[config.mk]
export PLATFORM = sky130hd
export DESIGN_NAME = uart_tx_scheduler
export DESIGN_NICKNAME = d
export VERILOG_FILES = /design/src/rtl/uart_tx_scheduler.sv
export SDC_FILE = /design/constraint.sdc
export NUM_CORES = 1
export LEC_CHECK = 0
export ABC_AREA = 1
export CAP_MARGIN = 20
export CORE_ASPECT_RATIO = 1.25
export CORE_MARGIN = 4
export CORE_UTILIZATION = 68
export CTS_CLUSTER_SIZE = 20
export DETAILED_ROUTE_END_ITERATION = 12
export DONT_BUFFER_PORTS = 1
export HOLD_SLACK_MARGIN = 0.15
export PLACE_DENSITY_LB_ADDON = 0.12
export SLEW_MARGIN = 10
export SYNTH_ARGS = -nofsm -noshare
export SYNTH_HDL_FRONTEND = slang
export SYNTH_SLANG_ARGS = --single-unit
[constraint.sdc]
create_clock -name clk -period 7.5 [get_ports clk]
set_clock_uncertainty 0.05 [all_clocks]
set_input_delay 1.125 -clock clk [delete_from_list [all_inputs] [get_ports clk]]
set_output_delay 1.125 -clock clk [all_outputs]
set_load 0.02 [all_outputs]
[src/rtl/uart_tx_scheduler.sv]
// rtl/uart_tx_scheduler.sv - round-robin packet scheduler sharing one UART TX channel
// Sources hand 16-bit packets over valid/ready; packets queue in a FIFO and launch one at a time with an enforced idle gap.
module uart_tx_scheduler #(
  parameter int NUM_REQ     = 3,
  parameter int DATA_WIDTH  = 16,
  parameter int FIFO_DEPTH  = 4,
  parameter int GAP_CYCLES  = 32,
  parameter int BUSY_WAIT   = 8,
  parameter int STALL_LIMIT = 1024
) (
  input  logic                            clk,
  input  logic                            reset_n,
  input  logic [NUM_REQ-1:0]              req_valid,
  input  logic [NUM_REQ*DATA_WIDTH-1:0]   req_data,
  output logic [NUM_REQ-1:0]              req_ready,
  input  logic                            flush,
  input  logic                            tx_busy,
  output logic                            tx_data_valid,
  output logic [DATA_WIDTH-1:0]           tx_data,
  output logic [$clog2(FIFO_DEPTH):0]     fifo_count,
  output logic                            stall_err
);

  localparam int AW   = $clog2(FIFO_DEPTH);
  localparam int CW   = AW + 1;
  localparam int PW   = (NUM_REQ > 1) ? $clog2(NUM_REQ) : 1;
  localparam int SW   = $clog2(STALL_LIMIT + 1);
  localparam int TMAX = (BUSY_WAIT > GAP_CYCLES) ? BUSY_WAIT : GAP_CYCLES;
  localparam int TW   = $clog2(TMAX + 1);

  localparam logic [CW-1:0] DEPTH_C   = CW'(FIFO_DEPTH);
  localparam logic [PW-1:0] LAST_REQ  = PW'(NUM_REQ - 1);
  localparam logic [SW-1:0] STALL_C   = SW'(STALL_LIMIT);
  localparam logic [TW-1:0] BUSY_END  = TW'(BUSY_WAIT - 1);
  localparam logic [TW-1:0] GAP_END   = TW'(GAP_CYCLES - 1);

  localparam logic [2:0] S_IDLE      = 3'd0;
  localparam logic [2:0] S_LAUNCH    = 3'd1;
  localparam logic [2:0] S_WAIT_BUSY = 3'd2;
  localparam logic [2:0] S_WAIT_DONE = 3'd3;
  localparam logic [2:0] S_GAP       = 3'd4;

  logic [DATA_WIDTH-1:0] mem [FIFO_DEPTH];
  logic [AW-1:0]         wr_ptr, rd_ptr;
  logic [PW-1:0]         rr_ptr, grant_idx, cand;
  logic                  grant_any;
  logic                  pop;
  logic [2:0]            state;
  logic [TW-1:0]         timer;
  logic [SW-1:0]         stall_cnt [NUM_REQ];

  // Grant is withheld whenever full, even if the head pops this cycle.
  always_comb begin
    req_ready = '0;
    grant_any = 1'b0;
    grant_idx = '0;
    cand      = '0;
    if (fifo_count < DEPTH_C && !flush) begin
      for (int k = 0; k < NUM_REQ; k++) begin
        cand = PW'((int'(rr_ptr) + k) % NUM_REQ);
        if (!grant_any && req_valid[cand]) begin
          grant_any = 1'b1;
          grant_idx = cand;
        end
      end
    end
    req_ready[grant_idx] = grant_any;
  end

  // A flush racing the launch decision can leave LAUNCH with nothing to pop.
  assign pop = (state == S_LAUNCH) && (fifo_count != '0);

  always_ff @(posedge clk) begin
    if (grant_any) mem[wr_ptr] <= req_data[grant_idx*DATA_WIDTH +: DATA_WIDTH];
  end

  always_ff @(posedge clk or negedge reset_n) begin
    if (!reset_n) begin
      wr_ptr     <= '0;
      rd_ptr     <= '0;
      fifo_count <= '0;
      rr_ptr     <= '0;
    end else begin
      if (grant_any) rr_ptr <= (grant_idx == LAST_REQ) ? '0 : grant_idx + 1'b1;
      if (flush) begin
        wr_ptr     <= '0;
        rd_ptr     <= '0;
        fifo_count <= '0;
      end else begin
        if (grant_any) wr_ptr <= wr_ptr + 1'b1;
        if (pop)       rd_ptr <= rd_ptr + 1'b1;
        if (grant_any && !pop)      fifo_count <= fifo_count + 1'b1;
        else if (!grant_any && pop) fifo_count <= fifo_count - 1'b1;
      end
    end
  end

  always_ff @(posedge clk or negedge reset_n) begin
    if (!reset_n) begin
      stall_err <= 1'b0;
      for (int i = 0; i < NUM_REQ; i++) stall_cnt[i] <= '0;
    end else if (flush) begin
      stall_err <= 1'b0;
      for (int i = 0; i < NUM_REQ; i++) stall_cnt[i] <= '0;
    end else begin
      for (int i = 0; i < NUM_REQ; i++) begin
        if (req_valid[i] && !req_ready[i]) begin
          if (stall_cnt[i] != STALL_C) stall_cnt[i] <= stall_cnt[i] + 1'b1;
          if (stall_cnt[i] == STALL_C - 1'b1) stall_err <= 1'b1;
        end else begin
          stall_cnt[i] <= '0;
        end
      end
    end
  end

  // Busy periods seen in IDLE were not caused by us, so no gap follows them.
  always_ff @(posedge clk or negedge reset_n) begin
    if (!reset_n) begin
      state         <= S_IDLE;
      timer         <= '0;
      tx_data_valid <= 1'b0;
      tx_data       <= '0;
    end else begin
      tx_data_valid <= 1'b0;
      case (state)
        S_IDLE: begin
          if (fifo_count != '0 && !tx_busy) begin
            state         <= S_LAUNCH;
            tx_data_valid <= 1'b1;
            tx_data       <= mem[rd_ptr];
          end
        end
        S_LAUNCH: begin
          state <= S_WAIT_BUSY;
          timer <= '0;
        end
        S_WAIT_BUSY: begin
          if (tx_busy) begin
            state <= S_WAIT_DONE;
          end else if (timer == BUSY_END) begin
            state <= S_GAP;
            timer <= '0;
          end else begin
            timer <= timer + 1'b1;
          end
        end
        S_WAIT_DONE: begin
          if (!tx_busy) begin
            state <= S_GAP;
            timer <= '0;
          end
        end
        S_GAP: begin
          if (timer == GAP_END) state <= S_IDLE;
          else                  timer <= timer + 1'b1;
        end
        default: state <= S_IDLE;
      endcase
    end
  end

endmodule

Yosys cells after proc, flatten, opt, wreduce, memory -nomap -nowiden
Memories as Yosys holds them, arrays and structs flattened. A register that Yosys moved wholly into a read port is not among the register bits.
Index checks and enable logic that the tools add are counted.
- register bits after elaboration: 53
- memory bits (writable): 64
- input bits: 55
- word-level logic and storage cells: 141
- memories kept: 1
- add/subtract/negate cells: 11
- div/mod/pow operators: 3
- magnitude comparators: 6
- eq/ne operators: 22
- shift-type cells: 1
- multiplexer cells: 55
- bitwise operators: 1
- reductions and logical operators: 30
- memory list (name ; depth ; width ; rd ports ; clocked after Yosys merged registers in ; write ports ; line ; source):
    mem ; 4 ; 16 ; 1 ; 1 ; 1 ; 43 ; logic [DATA_WIDTH-1:0] mem [FIFO_DEPTH];
- operators with widths (cell ; count):
    $mux W11 ; 6
    $mod A32 B3 Y32 const B ; 2
    $shiftx A48 B7 Y16 ; 1
    $add A11 B1 Y11 const B ; 3
    $eq A11 B10 Y1 const B ; 3
    $mux W33 ; 1
    $ne A11 B11 Y1 const B ; 3
    $mod A3 B3 Y32 const B ; 1
    $mux W3 ; 8
    $mux W6 ; 4
    $pmux W6 S4 ; 1
    $mux W1 ; 21
    $mux W2 ; 9
    $pmux W3 S5 ; 1
    $lt A2 B3 Y1 const B ; 4
    $logic_and A1 B1 Y1 ; 11
    $logic_not A1 Y1 ; 10
    $ne A2 B2 Y1 const B ; 5
    $ne A3 B2 Y1 const B ; 3
    $reduce_and A4 Y1 ; 2
    $add A2 B1 Y2 const B ; 3
    $add A6 B1 Y6 const B ; 1
    $bmux W1 S2 ; 3
    $eq A3 B2 Y1 const B ; 2
    other kinds (19) ; 21

Depth between registers and ports, before layout
- depth in word-level cells: 26
- mapped depth: 16

Least setup slack after synthesis
Ideal clock, no wire load.
- kind: input port to output port
- start point: in req_valid[1]
- end point: out req_ready[1]
- data arrival time: 1.974 ns
- required time: 6.325 ns
- setup slack: 4.351 ns
- stages: 8
- buffers on the path: 1
- cell sequence: nand2_1 -> nand3_1 -> nand2_2 -> nand3_1 -> nand3_2 -> nand3_2 -> inv_2 -> buf_2
- cells in the longest elaborated chain, start to end: 17
- elaborated cells between the ends (all ways): 26
- classes of those cells: order compare: 2; mux: 18; bitwise: 1; reduce/logical: 5
- RTL lines (item ; line ; source):
    from (decl) ; 13 ; input logic [NUM_REQ-1:0] req_valid,
    $bmux W1 S2 ; 61 ; if (!grant_any && req_valid[cand]) begin
    $mux W1 (implied by the code) ; 61 ;
    $mux W1 ; 61 ;
    $mux W1 ; 58 ; if (fifo_count < DEPTH_C && !flush) begin
    $logic_not A1 Y1 ; 61 ;
    $logic_and A1 B1 Y1 ; 61 ;
    $mux W1 ; 61 ;
    $mux W1 ; 58 ;
    $logic_not A1 Y1 ; 61 ;
    $logic_and A1 B1 Y1 ; 61 ;
    $mux W2 ; 61 ;
    $mux W2 ; 58 ;
    $lt A2 B3 Y1 (implied by the code) / $ge A2 B1 Y1 (equally long branches) ; 67 ; req_ready[grant_idx] = grant_any;
    $logic_and A1 B1 Y1 (implied by the code) ; 67 ;
    $mux W1 (implied by the code) ; 67 ;
    $demux W1 S2 ; 67 ;
    $and A3 B3 Y3 (no source line) (*) ; n/a ;
    to (decl) ; 15 ; output logic [NUM_REQ-1:0] req_ready,
Every way passes the cells marked *; elsewhere a longest branch is shown, timed or not. The select of a mux whose other input is x is not followed.

Worst setup path after layout
- start point: reg rr_ptr[0]
- end point: out req_ready[1]
- cells in the longest elaborated chain, start to end: 18
- elaborated cells between the ends (all ways): 31
- classes of those cells: add/sub: 2; div: 3; order compare: 2; mux: 18; bitwise: 1; reduce/logical: 5
- RTL lines (item ; line ; source):
    from (decl) ; 45 ; logic [PW-1:0] rr_ptr, grant_idx, cand;
    from (signal assigned) ; 84 ; if (grant_any) rr_ptr <= (grant_idx == LAST_REQ) ? '0 : grant_idx + 1'b1;
    branches (longest 17 deep; another with $mod A32 B3 Y32) ; n/a ;
    $and A3 B3 Y3 (no source line) (*) ; n/a ;
Mark *: on every way between the ends. The select of a mux whose other input is x is not followed.

==> insert_results.sql <==
INSERT INTO impl_metrics (metric_group, metric, value, unit) VALUES
('status', 'outcome', 'completed', ''),
('setup_path', 'timing.critical_path.from_type', 'register', ''),
('setup_path', 'cp_cell_sequence', 'inv_1 > ha_1 > inv_1 > nand2_1 > inv_1 > nand2_1 > nand2_1 > nand3_1 > nand3_2 > nand3_2 > inv_2', ''),
('routing', 'detailedRoute.firstIterationViolations', '310', ''),
('global_route', 'first_global_vias', '4638', ''),
('finish', 'nNetsFinal', '744', ''),
('setup_path', 'cpMaxStageDelayCell', 'sky130_fd_sc_hd__inv_2', ''),
('synthesis', 'synth.ff_latch_count', '133', ''),
('cts', 'cts_tree', 'yes', ''),
('routing', 'post_drt_via_cell_ratio', '5.88', ''),
('global_route', 'antenna_violations_before_repair', '0', ''),
('routing', 'drt.antenna.violating_nets', '0', ''),
('power_and_ir_drop', 'p_per_area', '398', 'nW/um2'),
('floorplan', 'chipWidth', '94.8', 'um'),
('setup_path', 'worst_ep_required', '6320', 'ps'),
('routing', 'post_drt_wl_per_cell', '17.2', 'um'),
('synthesis', 'postSynth.asyncResetShare', '51.9', '%'),
('floorplan', 'fp-row-count', '39', ''),
('setup_path', 'worstReg2RegStart', 'rr_ptr[0]', ''),
('finish', 'final_common_cell', 'sky130_fd_sc_hd__nor2_1', ''),
('synthesis', 'cell_type_with_the_largest_total_area_after_synthesis', 'sky130_fd_sc_hd__edfxtp_1', ''),
('cts', 'clk_path_buf_depth', '2', ''),
('timing', 'fin_ws', '3520', 'ps'),
('setup_path', 'critical_path.endpoint_type', 'primary output', ''),
('routing', 'drt_first_pass_iters', '5', ''),
('place', 'dp_hpwl', '9310', 'um'),
('power_and_ir_drop', 'cellLeakagePower', '2.88', 'nW'),
('timing', 'grt_setup_unrepaired', 'false', ''),
('place', 'port_buffers', '0', ''),
('timing', 'max_slew.worst_pin.slew', '945', 'ps'),
('cts', 'cts_hold_buffers', '0', ''),
('cts', 'post_cts.resized_instances', '0', ''),
('setup_path', 'beginning_of_the_critical_path', 'rr_ptr[0]', ''),
('synthesis', 'yosys_warnings', '0', ''),
('hold_path', 'timing.hold.worst.class', 'primary input to asynchronous set/reset pin', ''),
('timing', 'report.final.hold_viol_count', '0', ''),
('setup_path', 'timing.reg2reg.setup_slack', '4510', 'ps'),
('synthesis', 'synth_cell_type_count', '40', ''),
('timing', 'relSlewSlack', '36.9', '%'),
('finish', 'drive_above_1_share', '9.18', '%'),
('synthesis', 'yosys_most_used_dff', 'sky130_fd_sc_hd__dfrtp_1', ''),
('finish', 'final_core_utilization', '76.7', '%'),
('timing', 'min_period_over_period', '53.1', '%'),
('flow_run', 'maxCapViolations', '0', ''),
('place', 'placed_area', '6450', 'um2'),
('timing', 'drv_slew', '0', ''),
('cts', 'clk_pin_slew', '60', 'ps'),
('synthesis', 'avgSynthCellArea', '9.48', 'um2'),
('setup_path', 'critical_path.top_delay_family', 'simple AND/OR/NAND/NOR gates', ''),
('setup_path', 'cp_data_arrival_time', '2800', 'ps'),
('cts', 'post_cts.repair.setup_buffers', '0', ''),
('finish', 'layout_common_cells', '134 x sky130_fd_sc_hd__nor2_1, 90 x sky130_fd_sc_hd__nand2_1, 69 x sky130_fd_sc_hd__dfrtp_1, 64 x sky130_fd_sc_hd__edfxtp_1, 63 x sky130_fd_sc_hd__nand3_1', ''),
('setup_path', 'endpoint', 'req_ready[1]', ''),
('global_route', 'grt_overflow', '0', ''),
('place', 'routabilityCongestion', '0.860', ''),
('timing', 'hold_ws', '353', 'ps'),
('synthesis', 'synth_seq_area_share', '57.0', '%'),
('place', 'pre_cts_slack', '3910', 'ps'),
('floorplan', 'die-area', '11000', 'um2'),
('global_route', 'global_route.usage.total', '27.0', '%'),
('finish', 'layout-area-overhead-vs-synth', '10.0', '%'),
('finish', 'antenna_cells_inserted', '0', ''),
('synthesis', 'mappedNetlistArea', '6400', 'um2'),
('synthesis', 'postSynthNetCount', '746', ''),
('floorplan', 'floorplan.initialDensity', '69.7', '%'),
('setup_path', 'worst-r2r-cell-count', '13', ''),
('routing', 'drc', '0', ''),
('synthesis', 'synthesis.instances', '675', ''),
('timing', 'tns', '0', 'ps'),
('cts', 'cts_inserted_buffers', '17', ''),
('setup_path', 'timing.setup.critical_path_class', 'register to primary output', '');
## worst min-delay path by stage
stage / to / slack [ps] / depth (start not counted) / startpoint
final: stall_cnt[5] / 350 / 0 / reset_n
after global routing: tx_data[11] / 330 / 0 / reset_n
after CTS: stall_cnt[11] / 340 / 0 / reset_n
after detailed placement: state[1] / 470 / 2 / state[1]
after global placement: state[1] / 470 / 2 / state[1]
after floorplan: state[1] / 440 / 2 / state[1]
## synth_stat cells (5+ instances only)
cell type	number
sky130_fd_sc_hd__nor2_1	137
sky130_fd_sc_hd__nand2_1	90
sky130_fd_sc_hd__dfrtp_1	69
sky130_fd_sc_hd__edfxtp_1	64
sky130_fd_sc_hd__nand3_1	63
sky130_fd_sc_hd__inv_1	58
sky130_fd_sc_hd__o21ai_0	47
sky130_fd_sc_hd__a21oi_1	18
sky130_fd_sc_hd__a31oi_1	16
sky130_fd_sc_hd__ha_1	15
sky130_fd_sc_hd__xor2_1	14
sky130_fd_sc_hd__clkbuf_1	12
sky130_fd_sc_hd__nand3_2	9
sky130_fd_sc_hd__buf_6	6
sky130_fd_sc_hd__nand4_1	5
sky130_fd_sc_hd__nor4_1	5
## through the flow
step | total power (W) | instances
floorplan | 0.00179 | 675
global placement | 0.00192 | 776
detailed placement | 0.00198 | 777
CTS | 0.00280 | 809
global route | 0.00296 | 809
finish | 0.00280 | 809
## sequential cells by signal, indices dropped and copies added, names as in the netlist, 2 cells and up
signal      cells
tx_data        16
fifo_count      3
state           3
rr_ptr          2
rd_ptr          2
stall_cnt      33
timer           6
wr_ptr          2
mem            64
## final cells by class
class                      count  area (um2)
sequential                   133        3650
inverter                      63         241
clock inverter                11         126
multi-input combinational    455        2380
fill                         628        2140
clock buffer                  21         460
timing repair buffer           3        30.0
tap                          123         154
## report_power, final
part | leakage, nW | switching, W | total (W) | internal (W)
clock | 0.276 | 0.000309 | 0.000816 | 0.000507
sequential | 1.49 | 0.000147 | 0.00117 | 0.00102
combinational | 1.12 | 0.000589 | 0.000814 | 0.000225
total | 2.88 | 0.00105 | 0.00280 | 0.00176
## cells by family after synthesis
kind of cell / after synthesis / share of synthesized area [%]
muxes: 1 / 0.156
adders and majority gates: 16 / 3.25
xor gates and xnor gates: 17 / 2.33
AOI/OAI and AO/OA: 91 / 7.84
DFF: 133 / 57.0
and+or+nand+nor: 330 / 23.4
buffers and inverters: 87 / 6.02
## per-layer routing
metal	vias to the layer above	routed length [um]	GRT usage [%]
li1	2273	-	-
met1	2277	5350	30.8
met2	167	7160	45.5
met3	38	1040	9.86
met4	0	379	11.6
met5	-	0	1.39
Power figures use the tool's default switching activity.
